[src/rtl/bin_to_bcd_seq.sv]
// -----------------------------------------------------------------------------
// bin_to_bcd_seq
//   Sequential binary-to-BCD converter (double-dabble), one operand bit per
//   clock. A conversion is requested with start. It runs for BIN_W SHIFT cycles
//   and then one DONE cycle. In the DONE cycle done pulses, and bcd/overflow/sign
//   hold the new result until the next done.
//
//   Optional feature: define SIGNED_INPUT_EN to treat bin as two's complement.
//   The magnitude is converted and the sign is reported on sign. Without the
//   macro, sign is tied to 0 and no negation logic exists.
//
// Parameters
//   BIN_W   width of the binary operand (>= 2)
//   DIGITS  number of BCD digits produced; the ones digit is bcd[3:0]
//
// Ports
//   clk       in   rising-edge clock
//   rst_n     in   asynchronous active-low reset
//   start     in   conversion request; honoured only in IDLE or DONE
//   bin       in   operand, captured on the edge that accepts start
//   busy      out  high while shifting (exactly BIN_W cycles per conversion)
//   done      out  one-cycle pulse when bcd/overflow/sign are updated
//   bcd       out  packed BCD result (value mod 10^DIGITS)
//   overflow  out  result needs more than DIGITS digits
//   sign      out  operand was negative (SIGNED_INPUT_EN only, else 0)
// -----------------------------------------------------------------------------
module bin_to_bcd_seq #(
    parameter int BIN_W  = 8,
    parameter int DIGITS = 3
) (
    input  logic                  clk,
    input  logic                  rst_n,
    input  logic                  start,
    input  logic [BIN_W-1:0]      bin,
    output logic                  busy,
    output logic                  done,
    output logic [4*DIGITS-1:0]   bcd,
    output logic                  overflow,
    output logic                  sign
);

    localparam int BCD_W = 4 * DIGITS;
    localparam int CNT_W = (BIN_W > 1) ? $clog2(BIN_W) : 1;
    localparam logic [CNT_W-1:0] LAST_CNT = CNT_W'(BIN_W - 1);

    typedef enum logic [1:0] {
        IDLE  = 2'd0,
        SHIFT = 2'd1,
        DONE  = 2'd2
    } state_t;

    state_t             state_reg;
    state_t             state_next;
    logic [BIN_W-1:0]   operand_reg;
    logic [BCD_W-1:0]   digits_reg;
    logic               ovf_acc_reg;
    logic [CNT_W-1:0]   count_reg;

    logic               accept;
    logic               last_shift;
    logic [BIN_W-1:0]   operand_in;
    logic [BCD_W-1:0]   digits_adj;
    logic [BCD_W-1:0]   digits_next;
    logic               carry_out;
    logic               ovf_next;

    assign accept     = start && ((state_reg == IDLE) || (state_reg == DONE));
    assign last_shift = (state_reg == SHIFT) && (count_reg == LAST_CNT);
    assign busy       = (state_reg == SHIFT);
    assign done       = (state_reg == DONE);

    // Add-3 correction for every digit that is 5 or more, ahead of the shift.
    generate
        for (genvar gi = 0; gi < DIGITS; gi++) begin : g_adj
            assign digits_adj[gi*4 +: 4] = (digits_reg[gi*4 +: 4] >= 4'd5)
                                         ? digits_reg[gi*4 +: 4] + 4'd3
                                         : digits_reg[gi*4 +: 4];
        end
    endgenerate

    // The bit that leaves the top digit lands in the guard position. It is
    // folded straight into the overflow accumulator. A top digit of 5 or more
    // becomes 8 or more after correction, so that case shows up here as well.
    assign {carry_out, digits_next} = {digits_adj, operand_reg[BIN_W-1]};
    assign ovf_next                 = ovf_acc_reg | carry_out;

`ifdef SIGNED_INPUT_EN
    logic sign_cap_reg;
    // Negation in BIN_W unsigned bits maps -2^(BIN_W-1) onto 2^(BIN_W-1).
    assign operand_in = bin[BIN_W-1] ? (~bin + 1'b1) : bin;
`else
    assign operand_in = bin;
    assign sign       = 1'b0;
`endif

    always_ff @(posedge clk or negedge rst_n) begin
        if (!rst_n) begin
            state_reg <= IDLE;
        end else begin
            state_reg <= state_next;
        end
    end

    always_comb begin
        state_next = state_reg;
        case (state_reg)
            IDLE:    if (start) state_next = SHIFT;
            SHIFT:   if (last_shift) state_next = DONE;
            DONE:    state_next = start ? SHIFT : IDLE;
            default: state_next = IDLE;
        endcase
    end

    always_ff @(posedge clk or negedge rst_n) begin
        if (!rst_n) begin
            operand_reg  <= '0;
            digits_reg   <= '0;
            ovf_acc_reg  <= 1'b0;
            count_reg    <= '0;
            bcd          <= '0;
            overflow     <= 1'b0;
`ifdef SIGNED_INPUT_EN
            sign_cap_reg <= 1'b0;
            sign         <= 1'b0;
`endif
        end else if (accept) begin
            operand_reg  <= operand_in;
            digits_reg   <= '0;
            ovf_acc_reg  <= 1'b0;
            count_reg    <= '0;
`ifdef SIGNED_INPUT_EN
            sign_cap_reg <= bin[BIN_W-1];
`endif
        end else if (state_reg == SHIFT) begin
            operand_reg <= operand_reg << 1;
            digits_reg  <= digits_next;
            ovf_acc_reg <= ovf_next;
            count_reg   <= count_reg + 1'b1;
            // Results are loaded on the edge that enters DONE, so they are
            // already valid while done is high.
            if (last_shift) begin
                bcd      <= digits_next;
                overflow <= ovf_next;
`ifdef SIGNED_INPUT_EN
                sign     <= sign_cap_reg;
`endif
            end
        end
    end

endmodule

[config.mk]
export PLATFORM = sky130hd
export DESIGN_NAME = bin_to_bcd_seq
export DESIGN_NICKNAME = d
export VERILOG_FILES = /design/src/rtl/bin_to_bcd_seq.sv
export SDC_FILE = /design/constraint.sdc
export NUM_CORES = 1
export LEC_CHECK = 0
export ABC_AREA = 1
export BUFFER_PORTS_ARGS = -buffer_cell sky130_fd_sc_hd__buf_2
export CAP_MARGIN = 15
export CORE_UTILIZATION = 50
export DETAILED_ROUTE_END_ITERATION = 8
export PLACE_DENSITY_LB_ADDON = 0.1
export SLEW_MARGIN = 10
export SYNTH_ARGS = -nofsm -noshare
export SYNTH_HDL_FRONTEND = slang
export SYNTH_SLANG_ARGS = --single-unit
[constraint.sdc]
create_clock -name clk -period 1.6 [get_ports clk]
set_input_delay 0.48 -clock clk [delete_from_list [all_inputs] [get_ports clk]]
set_output_delay 0.48 -clock clk [all_outputs]
set_load 0.005 [all_outputs]
==> flow_summary.json <==
{
  "status": "complete, no violations",
  "grt_pass1_vias": 1500,
  "first_pass_iters": 4,
  "worst_slack_ns": 0.1160,
  "routedWlPerCell_um": 13.14,
  "coreArea_um2": 3468,
  "vias": 1534,
  "crit_fanout": 2,
  "synth.area.top_cells": "dfrtp_1 (52%), nand2_1 (13%), nand3_1 (6.1%)",
  "ir_drop_uv": 1054,
  "postCtsHoldBufs": 0,
  "power_uw": 4501,
  "synth_edf_count": 0,
  "io_pins": 27,
  "min_period_over_period_pct": 92.75,
  "worstPathRequired_ns": 1.12,
  "async_flop_share_pct": 100.0,
  "power-per-cell-area_nw_per_um2": 2099,
  "netlist_area_um2": 1877,
  "grt_max_degree": 20,
  "root_buffer": "clkbuf_8",
  "synth_most_common_cell": "nand2_1",
  "die_w_um": 63.27,
  "p_int_uw": 2562,
  "cp_data_arrival_time_ns": 1.00,
  "yosys.area.top_type_share_pct": 52.00,
  "hpwl_um": 2664,
  "synth_warnings": 0,
  "htreeDepth": 2,
  "comb_power_share_pct": 47.1,
  "grt_pass1_wl_um": 6734,
  "synthTopCellsByCount": "nand2_1 (67), dfrtp_1 (39), inv_1 (27), nand3_1 (23), o21ai_0 (10)",
  "swShare_pct": 43.08,
  "clock_latency_ns": 0.30,
  "grt_overflow_total": 0,
  "ys_ff_latch": 39,
  "rows": 21,
  "worstSetupStartpointType": "register",
  "cts_tree": "built",
  "yosys.cell_types.count": 22,
  "rsz0062_at_grt": "false",
  "leakage_uw": 0.001151,
  "syn2layout_area_growth_pct": 14.27,
  "postRouteAntennaNets": 0,
  "slew_violations": 0,
  "p_sw_uw": 1939,
  "clk_pin_slew_ns": 0.08,
  "drt_iter0_markers": 101,
  "place_congestion": 0.8211,
  "avgSynthCellArea_um2": 8.729,
  "fin_tns_setup_ns": 0,
  "dieArea_um2": 4002,
  "p_seq_share_pct": 38.8,
  "grt_use_total_pct": 22.36,
  "start_util_pct": 54.11,
  "maxCapViolations": 0,
  "setup_viol": 0,
  "drive_gt1_share_pct": 18.22,
  "final.min_clock_period_ns": 1.484,
  "via_per_inst": 5.235,
  "syn-num-nets": 234,
  "wirelength_um": 3849,
  "clk_path_buf_depth": 2,
  "fmax_mhz": 673.9,
  "holdCritPathClass": "input pin to async pin",
  "nets": 265,
  "yosysSeqAreaShare_pct": 52.00,
  "hold_viol_final": 0,
  "fin_skew_ns": 0.009578,
  "dieHeight_um": 63.27,
  "syn_inst": 215,
  "antenna_cells": 0,
  "utilization_pct": 61.83,
  "crit_path_end_kind": "primary output",
  "critPathKind": "register to primary output",
  "yosysTopAreaCell": "dfrtp_1",
  "ys.flop_type": "dfrtp_1",
  "antenna_found_initial": 0,
  "port_buffers": 25,
  "numClockSinks": 39,
  "cts_buffers": 5,
  "clockPowerShare_pct": 14.1,
  "drc": 0,
  "place_ws_ns": 0.1687
}
[cell type report]
| class | instances | area (um2) |
|---|---|---|
| inverter | 30 | 112.6 |
| clock buffer | 7 | 76.32 |
| sequential | 39 | 975.9 |
| fill | 318 | 1324 |
| clock inverter | 1 | 5.005 |
| timing repair buffer | 30 | 175.2 |
| multi-input combinational | 140 | 742.0 |
| tap | 46 | 57.56 |
[worst max-delay path, cell delays in order (launching register included)]
cell,delay (ns)
dfrtp_1,0.36
inv_1,0.11
nand2_4,0.08
inv_2,0.06
buf_2,0.10
[path summary, 6_finish.rpt]
kind                                              end  slack [ns]  cells past startpoint                      start
setup reg to reg            digits_reg[5]$_DFFE_PN0P_        0.17                      8  digits_reg[4]$_DFFE_PN0P_
hold / removal                    bcd[10]$_DFFE_PN0P_        0.13                      1                      rst_n
hold reg to reg              count_reg[0]$_DFFE_PN0P_        0.47                      1   count_reg[0]$_DFFE_PN0P_
min in group clk           operand_reg[1]$_DFFE_PN0P_        0.39                      3                     bin[1]
setup / recovery                                 busy        0.12                      4   state_reg[1]$_DFFE_PN0P_
max in group asynchronous    state_reg[0]$_DFFE_PN0P_        1.02                      2                      rst_n
[layout by cell type, fill, tap and decap left out]
master	count
nand2_1	67
buf_4	4
nand3_1	23
dfrtp_1	39
clkbuf_8	5
inv_2	3
o21ai_0	10
nor2_4	1
o21ai_1	2
clkbuf_1	2
nand2_4	2
nor2_1	4
o21ai_2	2
o221ai_1	7
inv_1	27
buf_2	25
buf_12	1
nand2_2	1
ha_1	8
o211ai_1	2
clkinv_2	1
a22o_1	2
a21oi_1	4
conb_1	1
o22ai_1	4
[power groups by stage]
stage	Clock, uW	Sequential (uW)	Combinational [uW]
6_report	636	1750	2120
5_1_grt	701	1810	2430
4_1_cts	663	1740	2120
3_5_place_dp	0	1760	2080
3_3_place_gp	0	1750	2030
2_1_floorplan	0	1720	1540
[per-layer routing]
metal | global-route usage (%) | part of all wire (%) | vias up
met2 | 34.27 | 45 | 30
li1 | - | - | 760
met3 | 6.703 | 3.6 | 9
met4 | 9.375 | 2.6 | 0
met1 | 29.42 | 49 | 735
met5 | 0 | 0 | -
[kinds of logic (layout without fill, tap and decap cells)]
family                     count (synthesis)  count (layout)  synth area share (%)
other                                      1               1                0.1998
and+or+nand+nor                           98              98                 22.47
DFF                                       39              39                 52.00
adders and majority gates                  8               8                 5.334
buffers and inverters                     36              68                 8.666
AOI/OAI and AO/OA                         33              33                 11.33
[timing repair]
item / 4_1_cts / 5_1_grt
gates resized for setup: 0 / 1
setup buffers: 1 / 0
endpoints found under the setup margin: 1 / 2
endpoints found under the hold margin: 0 / 0
pin swaps: 1 / 0
[stage by stage]
stage                     cell area [um2]  instances  hold slack [ns]
after floorplan                      1877        215           0.1844
after global placement               2052        284           0.4534
after detailed placement             2052        284           0.4582
after CTS                            2141        293           0.1331
after global routing                 2145        293           0.1490
final                                2145        293           0.1285
No activity file was read; power rests on OpenSTA's default activity.
